## config.mk

```make
export PLATFORM = sky130hd
export DESIGN_NAME = bcd_to_bin_seq
export DESIGN_NICKNAME = d
export VERILOG_FILES = /design/src/rtl/bcd_to_bin_seq.sv
export SDC_FILE = /design/constraint.sdc
export NUM_CORES = 1
export LEC_CHECK = 0
export ABC_AREA = 1
export CORE_ASPECT_RATIO = 0.8
export CORE_MARGIN = 2
export CORE_UTILIZATION = 28
export CTS_BUF_LIST = sky130_fd_sc_hd__clkbuf_16
export DETAILED_ROUTE_END_ITERATION = 10
export PLACE_DENSITY = 0.55
export SYNTH_ARGS = -nofsm -noshare
export SYNTH_HDL_FRONTEND = slang
export SYNTH_SLANG_ARGS = --single-unit
```

## constraint.sdc

```tcl
create_clock -name i_clk -period 3.8 [get_ports i_clk]
set_clock_uncertainty 0.15 [all_clocks]
set_input_delay 0.76 -clock i_clk [delete_from_list [all_inputs] [get_ports i_clk]]
set_output_delay 0.76 -clock i_clk [all_outputs]
set_load 0.02 [all_outputs]
```

## src/rtl/bcd_to_bin_seq.sv

```systemverilog
// Sequential packed-BCD to binary converter (reverse double-dabble), one bit per clock.
// IDLE: accept operand | SHIFT: shift right and correct digits | DONE: hold result until taken
module bcd_to_bin_seq #(
  parameter int DIGITS = 3,
  parameter int BIN_W  = 10
) (
  input  logic                  i_clk,
  input  logic                  i_rst_n,
  input  logic                  i_in_valid,
  output logic                  o_in_ready,
  input  logic [4*DIGITS-1:0]   i_in_bcd,
  output logic                  o_out_valid,
  input  logic                  i_out_ready,
  output logic [BIN_W-1:0]      o_out_bin,
  output logic                  o_out_err,
  output logic                  o_busy
);

  localparam int BCD_W = 4 * DIGITS;
  localparam int CNT_W = $clog2(BIN_W + 1);
  localparam logic [CNT_W-1:0] LAST = CNT_W'(BIN_W - 1);

  typedef enum logic [1:0] {
    S_IDLE  = 2'd0,
    S_SHIFT = 2'd1,
    S_DONE  = 2'd2
  } state_t;

  state_t             r_state;
  logic [BCD_W-1:0]   r_bcd;
  logic [BIN_W-1:0]   r_bin;
  logic [CNT_W-1:0]   r_count;
  logic [BIN_W-1:0]   r_out_bin;
  logic               r_out_err;
  logic               r_out_valid;
  logic               r_in_ready;
  logic               r_busy;

  logic [BCD_W+BIN_W-1:0] w_shift;
  logic [BCD_W-1:0]       w_bcd_adj;
  logic [BIN_W-1:0]       w_bin_next;
  logic                   w_bad_digit;

  // Digits that land at 8 or more after the halving step held a carried-in 10, so take 3 back off.
  always_comb begin
    w_shift    = {r_bcd, r_bin} >> 1;
    w_bin_next = w_shift[BIN_W-1:0];
    w_bcd_adj  = w_shift[BCD_W+BIN_W-1 -: BCD_W];
    for (int d = 0; d < DIGITS; d++) begin
      if (w_bcd_adj[4*d +: 4] >= 4'd8) begin
        w_bcd_adj[4*d +: 4] = w_bcd_adj[4*d +: 4] - 4'd3;
      end
    end
  end

  always_comb begin
    w_bad_digit = 1'b0;
    for (int d = 0; d < DIGITS; d++) begin
      if (i_in_bcd[4*d +: 4] > 4'd9) begin
        w_bad_digit = 1'b1;
      end
    end
  end

  always_ff @(posedge i_clk or negedge i_rst_n) begin
    if (!i_rst_n) begin
      r_state     <= S_IDLE;
      r_bcd       <= '0;
      r_bin       <= '0;
      r_count     <= '0;
      r_out_bin   <= '0;
      r_out_err   <= 1'b0;
      r_out_valid <= 1'b0;
      r_in_ready  <= 1'b1;
      r_busy      <= 1'b0;
    end else begin
      case (r_state)
        S_IDLE: begin
          if (i_in_valid && r_in_ready) begin
            r_in_ready <= 1'b0;
            r_busy     <= 1'b1;
            if (w_bad_digit) begin
              r_out_bin   <= '0;
              r_out_err   <= 1'b1;
              r_out_valid <= 1'b1;
              r_state     <= S_DONE;
            end else begin
              r_bcd     <= i_in_bcd;
              r_bin     <= '0;
              r_count   <= '0;
              r_out_err <= 1'b0;
              r_state   <= S_SHIFT;
            end
          end
        end
        S_SHIFT: begin
          r_bcd   <= w_bcd_adj;
          r_bin   <= w_bin_next;
          r_count <= r_count + 1'b1;
          if (r_count == LAST) begin
            r_out_bin   <= w_bin_next;
            r_out_valid <= 1'b1;
            r_state     <= S_DONE;
          end
        end
        S_DONE: begin
          if (i_out_ready) begin
            r_out_valid <= 1'b0;
            r_in_ready  <= 1'b1;
            r_busy      <= 1'b0;
            r_state     <= S_IDLE;
          end
        end
        default: begin
          r_state <= S_IDLE;
        end
      endcase
    end
  end

  assign o_in_ready  = r_in_ready;
  assign o_out_valid = r_out_valid;
  assign o_out_bin   = r_out_bin;
  assign o_out_err   = r_out_err;
  assign o_busy      = r_busy;

endmodule
```

## After elaboration in Yosys (flattened, before gate mapping)

Cells that the tools add are included.

- Flip-flop bits (word level): 42
- Output and inout port bits: 14
- Word-level logic and storage cells: 73

- Add/subtract/negate cells: 4
- Magnitude comparators: 6
- Equal/unequal tests: 8
- Muxes and demuxes: 35
- Reductions and logical operators: 11

Operators with widths:

| cell | count |
|---|---|
| $mux W10 | 5 |
| $pmux W10 S2 | 2 |
| $mux W12 | 2 |
| $pmux W12 S2 | 1 |
| $mux W4 | 5 |
| $gt A4 B4 Y1 const B | 3 |
| $mux W1 | 11 |
| $ne A2 B2 Y1 const B | 5 |
| $reduce_and A3 Y1 | 3 |
| $ge A4 B4 Y1 const B | 2 |
| $mux W2 | 4 |
| $pmux W4 S2 | 1 |
| $sub A4 B2 Y4 const B | 2 |
| $pmux W2 S3 | 1 |
| $reduce_and A5 Y1 | 1 |
| $add A4 B1 Y4 const B | 1 |
| $eq A4 B4 Y1 const B | 1 |
| $ge A3 B4 Y1 const B | 1 |
| $pmux W1 S2 | 2 |
| $reduce_and A4 Y1 | 1 |
| $reduce_bool A2 Y1 | 2 |
| $sub A3 B2 Y4 const B | 1 |
| $pmux W1 S3 | 1 |
| $reduce_bool A3 Y1 | 1 |
| other kinds (5) | 5 |

## Depth between registers and ports, before layout

- Depth after elaboration: 7
- Gate-level depth with buffers: 11

## Worst setup path after synthesis

No wires, ideal clock.

- Path kind: input-to-reg
- Start point: input port i_in_bcd[10]
- End point: register r_bcd[1]
- Arrival: 1617 ps
- Setup slack: 1912 ps
- Stages on the path: 8
- Path through: o21ai_0 nand3_1 nand2_2 nand2_2 buf_6 buf_6 nand2_1 o21ai_2

- Longest elaborated chain between the ends: 4

RTL lines:

| item | line | RTL |
|---|---|---|
| from (decl) | 11 | `input logic [4*DIGITS-1:0] i_in_bcd,` |
| $gt A4 B4 Y1 | 59 | `if (i_in_bcd[4*d +: 4] > 4'd9) begin` |
| $mux W1 | 59 |  |
| $ne A2 B2 Y1 (no source line) | n/a |  |
| $reduce_and A3 Y1 (no source line) | n/a |  |
| to (signal assigned) | 88 | `r_bcd <= i_in_bcd;` |
| to (signal assigned) | 97 | `r_bcd <= w_bcd_adj;` |
| to (decl) | 30 | `logic [BCD_W-1:0] r_bcd;` |

Every way passes these cells.
A chain may end at the register's enable or synchronous reset.

## Final worst setup path

- Start point: input port i_in_bcd[10]
- End point: register r_bin[1]

- Longest elaborated chain between the ends: 4

RTL lines:

| item | line | RTL |
|---|---|---|
| $gt A4 B4 Y1 | 59 |  |
| $mux W1 | 59 |  |
| $ne A2 B2 Y1 (no source line) | n/a |  |
| $reduce_and A3 Y1 (no source line) | n/a |  |
| to (signal assigned) | 98 | `r_bin <= w_bin_next;` |
| to (decl) | 31 | `logic [BIN_W-1:0] r_bin;` |

Every way passes these cells.

==> out/results.txt <==
Status: finished clean
Area delta synth->final: 24.8%
Max clock buf depth: 2
Post-DR vias/cell: 4.32
Post-Synth Simple-Gate Area: 20.0%
Ratio of cells with drive above 1 in the final layout: 15.1%
Routability-driven placement congestion ratio: 0.736
Fin Setup TNS: 0 ns
Syn nets: 268
MaxCap Viol Count: 0
Post-DRT Antenna Nets: 0
CTS Hold Buffers Added: 0
GR Overflow Total: 0
Final std cells w/o fill: 376
Critical path startpoint: i_in_bcd[10]
Post-synthesis compound-gate area fraction: 16.9%
Number of gates resized after cts: 0
Area of the core: 0.00739 mm2
CP endpoint kind: flop
I/O pin cnt: 30
Crit path arrival time: 2.39 ns
Largest net degree at the start of global routing: 48
Unrepaired setup endpoints after global routing: false
Number of inserted diodes: 0
Avg Inst Size Synth: 8.82 um2
Reg2reg path depth: 9
Area of the die: 0.00837 mm2
First-pass DRT Iterations: 4
Hold Crit Class: reg2reg
Worst VDD drop: 0.000310 V
Main combinational cell family by area after synthesis: simple AND/OR/NAND/NOR gates
Placement Setup Slack: 1.11 ns
Seq cells post-synth: 41
Max-slew violation count: 0
PortBufs: 29
Post-Route WL: 4190 um
DP Cell Count: 368
Nature of the critical path startpoint: input pin
Synth Area in XOR/XNOR: 1.23%
Seq/Total Area, Yosys: 47.9%
Final nets: 295
Synth warn: 0
Final worst slack: 1.42 ns
Clock tree sinks: 41
Max_slew headroom: 37.0%
Total number of vias: 1625
Post-synthesis mux area share: 1.40%
Hold path depth: 2
WP data required: 3.80 ns
Power Dens Cells: 739 mW/mm2
GR Util All Layers: 11.0%
Initial antenna violation count: 0
Num CTS Buffers: 5
Mapped Cells: 243
Initial DRC count: 108
Lkg Pwr: 1.20 nW
First-pass GRT wire length: 7160 um
Setup Buffers After CTS: 0
Clk Latency, worst-skew pair: 0.28 ns
R2R Path Start: r_state[0]
Min cycle time layout: 2.38 ns
H-Tree Depth: 2
Vias in the first global route: 1468
Final Setup Violations: 0
Fillers: 777
Synth cell types: 26
Internal reg-to-reg setup slack: 1.80 ns
Initial Util: 29.0%
Setup CP Type: in2reg
HPWL Detailed: 2880 um
Crit-path max FO: 47
Number of remaining DRC errors: 0
Root Driver: clkbuf_16
Post-synthesis adder-cell area fraction: 5.25%
DIE WIDTH: 102 um
Synthesized area: 0.00214 mm2
R2R Path End: o_out_bin[3]
CP endpoint: r_bin[1]
Drt wl/cell: 11.1 um
Worst-path clk slew: 0.06 ns
Die H: 82.3 um
Least-Margin Pin Slew: 0.945 ns
Rows: 28
CTS tree: built
Hold Vio Cnt, Final: 0
Final Cycle Share: 62.8%
Max Freq: 419 MHz
-- report_power, final --
group | internal (W) | total [W] | switching (W)
sequential | 0.000547 | 0.000637 | 0.0000894
combinational | 0.000275 | 0.000796 | 0.000521
clock | 0.000375 | 0.000543 | 0.000168
-- stage by stage --
step / hold slack [ns] / util (%) / power (W) / area, um2
finish: 0.328 / 36.2 / 0.00198 / 2680
global route: 0.360 / 36.2 / 0.00215 / 2680
CTS: 0.334 / 36.2 / 0.00201 / 2680
detailed placement: 0.319 / 33.6 / 0.00145 / 2480
global placement: 0.314 / 33.6 / 0.00144 / 2480
floorplan: 0.292 / - / 0.00134 / 2140
-- Yosys cell counts --
cell      count  area [um2]
o21ai_2      20         175
nand2_1      72         270
nand3_1      10        50.1
o21bai_1      2        15.0
o21ai_1      12        60.1
nand4_1       2        12.5
a22oi_1       2        15.0
inv_1        18        67.6
xor2_1        1        8.76
o21ai_0       8        40.0
xnor2_1       2        17.5
ha_1          9         113
buf_2         2        10.0
a21oi_1       8        40.0
mux2i_1       3        30.0
buf_6         6        67.6
nand2_2       3        18.8
clkbuf_1      2        7.51
o21a_1        1        7.51
nor2_2        1        6.26
or2_2         4        25.0
dfrtp_1      40        1000
dfstp_2       1        26.3
a21oi_2       1        8.76
clkbuf_2      1        5.00
nor2_1       12        45.0
-- cell families (layout without fill, tap and decap cells) --
kind of cell    Yosys count  count (layout)
fa+ha+maj                 9               9
mux                       3               3
buf+inv                  29              57
compound gates           54              54
flops                    41              41
simple gates            104             104
xor+xnor                  3               3
-- layout by cell type, fill, tap and decap left out --
master	n
buf_4	2
o21a_1	1
nand2_2	3
clkinv_2	1
or2_2	4
dfrtp_1	40
xor2_1	1
a21oi_1	8
xnor2_1	2
a22oi_1	2
clkbuf_16	5
o21bai_1	2
nand2_1	72
dfstp_2	1
nor2_1	12
o21ai_1	12
a21oi_2	1
clkdlybuf4s50_1	28
bufinv_16	2
mux2i_1	3
ha_1	9
nand4_1	2
nand3_1	10
o21ai_0	8
o21ai_2	20
inv_1	18
buf_2	1
nor2_2	1
-- metal layers --
metal	GRT usage, %	up-vias	wire length (um)
met4	3.60	0	38
met1	15.4	754	2170
met3	2.53	4	142
li1	-	839	-
met5	0	-	0
met2	16.8	28	1840
-- final cells by class --
cell class | count | area [um2] | area share [%]
sequential | 41 | 1030 | 38.4
multi-input combinational | 173 | 958 | 35.8
timing repair buffer | 31 | 300 | 11.2
tap | 105 | 131 | 4.91
clock buffer | 5 | 125 | 4.68
inverter | 18 | 67.6 | 2.53
clock inverter | 3 | 65.1 | 2.43
-- critical path, stage by stage --
cell and delay (ns):
clkdlybuf4s50_1 0.45, o21ai_0 0.30, nand3_1 0.17, nand2_2 0.15, nand2_2 0.05, buf_4 0.29
nand2_1 0.14, o21ai_2 0.06
-- flip-flops by register name, summed over array words and instances (netlist names) --
| register | count |
|---|---|
| r_bin | 9 |
| o_busy | 1 |
| o_out_valid | 1 |
| r_state | 2 |
| r_count | 4 |
| o_in_ready | 1 |
| o_out_bin | 10 |
| o_out_err | 1 |
| r_bcd | 12 |
-- worst min path at each step --
| stage | slack [ns] | end | start |
|---|---|---|---|
| floorplan | 0.29 | r_bcd[0] | r_bcd[0] |
| global placement | 0.31 | r_bcd[0] | r_bcd[0] |
| detailed placement | 0.32 | r_bin[7] | r_bin[7] |
| CTS | 0.33 | r_bin[7] | r_bin[7] |
| global route | 0.36 | r_bin[1] | r_bin[1] |
| finish | 0.33 | o_out_err | o_out_err |
Power figures use the tool's default switching activity.
==> variant (same flow settings) <==
Make the reset (`i_rst_n`) synchronous in one clocked block.
--- a/src/rtl/bcd_to_bin_seq.sv
+++ b/src/rtl/bcd_to_bin_seq.sv
@@ -62,7 +62,7 @@
     end
   end
 
-  always_ff @(posedge i_clk or negedge i_rst_n) begin
+  always_ff @(posedge i_clk) begin
     if (!i_rst_n) begin
       r_state     <= S_IDLE;
       r_bcd       <= '0;
Behaviour: differs if i_rst_n is asserted again (counterexample within 4 cycles, from zero or initial values and one cycle with i_rst_n low); with i_rst_n held inactive, the same outputs for 10 cycles.
==> variant against the unedited design <==
Area after synthesis fell by 0.64%. Setup slack got worse by 0.24 ns. Hold slack got worse by 0.013 ns. Sequential power rose by 11%. Clock power fell by 26%. Routed wire length rose by 18%. Power rose by 6.3%. Synthesized cell count rose by 30%. Global-route usage rose by 2.1 points. Sequential cell count did not move. Final area fell by 1.7%. Largest cell class is now multi-input gates.
==> variant: results (changes against the unedited design) <==
| Metric | Value |
|---|---|
| Fillers | `796 (was 777)` |
| Arr. time, crit path | `2.68 ns (was 2.39 ns)` |
| Antenna Nets Post-Route | `0 (unchanged)` |
| Sequential area share after synthesis | `0.385 (was 0.479)` |
| Clk root buf | `clkbuf_16 (unchanged)` |
| Peak VDD IR | `0.266 mV (was 0.310 mV)` |
| Actual slew at the worst max-slew pin | `0.729 ns (was 0.945 ns)` |
| Vias | `1,945 (was 1,625)` |
| Wire length on met2 | `2.07 mm (was 1.84 mm)` |
| Largest net degree at the start of global routing | `32 (was 48)` |
| Antenna diodes | `0 (unchanged)` |
| Layout cell share with drive strength beyond 1 | `0.0583 (was 0.151)` |
| Async set-reset flop share out of synthesis | `0 (was 1.00)` |
| Hpwl dp | `3.55 mm (was 2.88 mm)` |
| Final #Nets | `367 (was 295)` |
| Initial antenna violation count | `0 (unchanged)` |
| Outcome | `finished clean (unchanged)` |
| Synth area leaders | `dfxtp_1 (39%), nor2_1 (12%), nand2_1 (12%) (was dfrtp_1 (47%), nand2_1 (13%), o21ai_2 (8.2%))` |
| First-pass GRT wire length | `8.54 mm (was 7.16 mm)` |
| Depth of the CTS H-tree | `2 (unchanged)` |
| Total GRT Usage | `0.131 (was 0.110)` |
| Vias in the first global route | `1,837 (was 1,468)` |
| Syn Nets | `342 (was 268)` |
| RD Place Congestion | `0.806 (was 0.736)` |
| Top cells by count, synth | `nor2_1 (70), nand2_1 (69), dfxtp_1 (41) (was nand2_1 (72), dfrtp_1 (40), o21ai_2 (20))` |
| Static leakage | `1.19 nW (was 1.20 nW)` |
| CTS buffer count | `5 (unchanged)` |
| Crit path max fanout | `31 (was 47)` |
| Routed wire per std cell | `11.0 um (was 11.1 um)` |
| Met3 wire len | `265 um (was 142 um)` |
| Wire length on met1 | `2.58 mm (was 2.17 mm)` |
| Iter 0 DRT Violations | `80 (was 108)` |
| Unique masters post-synth | `29 (was 26)` |
| Post-synth top flop | `dfxtp_1 (was dfrtp_1)` |
[variant: final timing paths]
check,startpoint,end,slack (ns),depth (start not counted)
max,i_in_bcd[9],r_bcd[10],1.18,8
min,r_bcd[11],r_bcd[11],0.32,2
max reg2reg,r_state[1],r_bcd[10],1.53,8
min reg2reg,r_bcd[11],r_bcd[11],0.32,2
[variant: metrics by stage]
step | setup slack [ns] | utilization | hold slack [ns] | instance area (sq um) | cells
2_1_floorplan | 1.94 | - | 0.290 | 2130 | 317
3_3_place_gp | 0.966 | 0.337 | 0.304 | 2490 | 440
3_5_place_dp | 0.908 | 0.337 | 0.308 | 2490 | 440
4_1_cts | 1.19 | 0.356 | 0.316 | 2630 | 448
5_1_grt | 0.950 | 0.356 | 0.335 | 2630 | 448
6_report | 1.18 | 0.356 | 0.315 | 2630 | 448
[variant: cells by family after synthesis]
family,synth area share
multiplexers,0.00470
AO/OA/AOI/OAI,0.136
flip-flops,0.385
XOR/XNOR,0.00411
buffers and inverters,0.107
adder cells (fa/ha/maj),0.0529
AND/OR/NAND/NOR,0.310
[variant: final cells by class]
cell class / instances / area share
repair buffers: 32 / 0.119
flip-flops and latches: 41 / 0.312
clock inverters: 3 / 0.00476
clock buffers: 5 / 0.0476
well taps: 105 / 0.0500
inverters: 39 / 0.0557
multi-input cells: 223 / 0.411
[variant: critical path, stage by stage]
cell and delay, ns:
clkdlybuf4s50_1 0.45, o21ai_1 0.24, nand3_1 0.19, nand2_2 0.17, nand2_2 0.34, inv_2 0.35, nor2_1 0.08, nor2_1 0.09
[variant: routing by layer]
layer / vias up / global-route usage
li1: 1034 / -
met1: 869 / 0.186
met2: 40 / 0.196
met3: 2 / 0.0349
met4: 0 / 0.0324
met5: - / 0
[variant: power breakdown]
group | switching [W] | internal (W)
combinational | 0.000617 | 0.000375
sequential | 0.000117 | 0.000592
clock | 0.000162 | 0.000237
total | 0.000896 | 0.00120
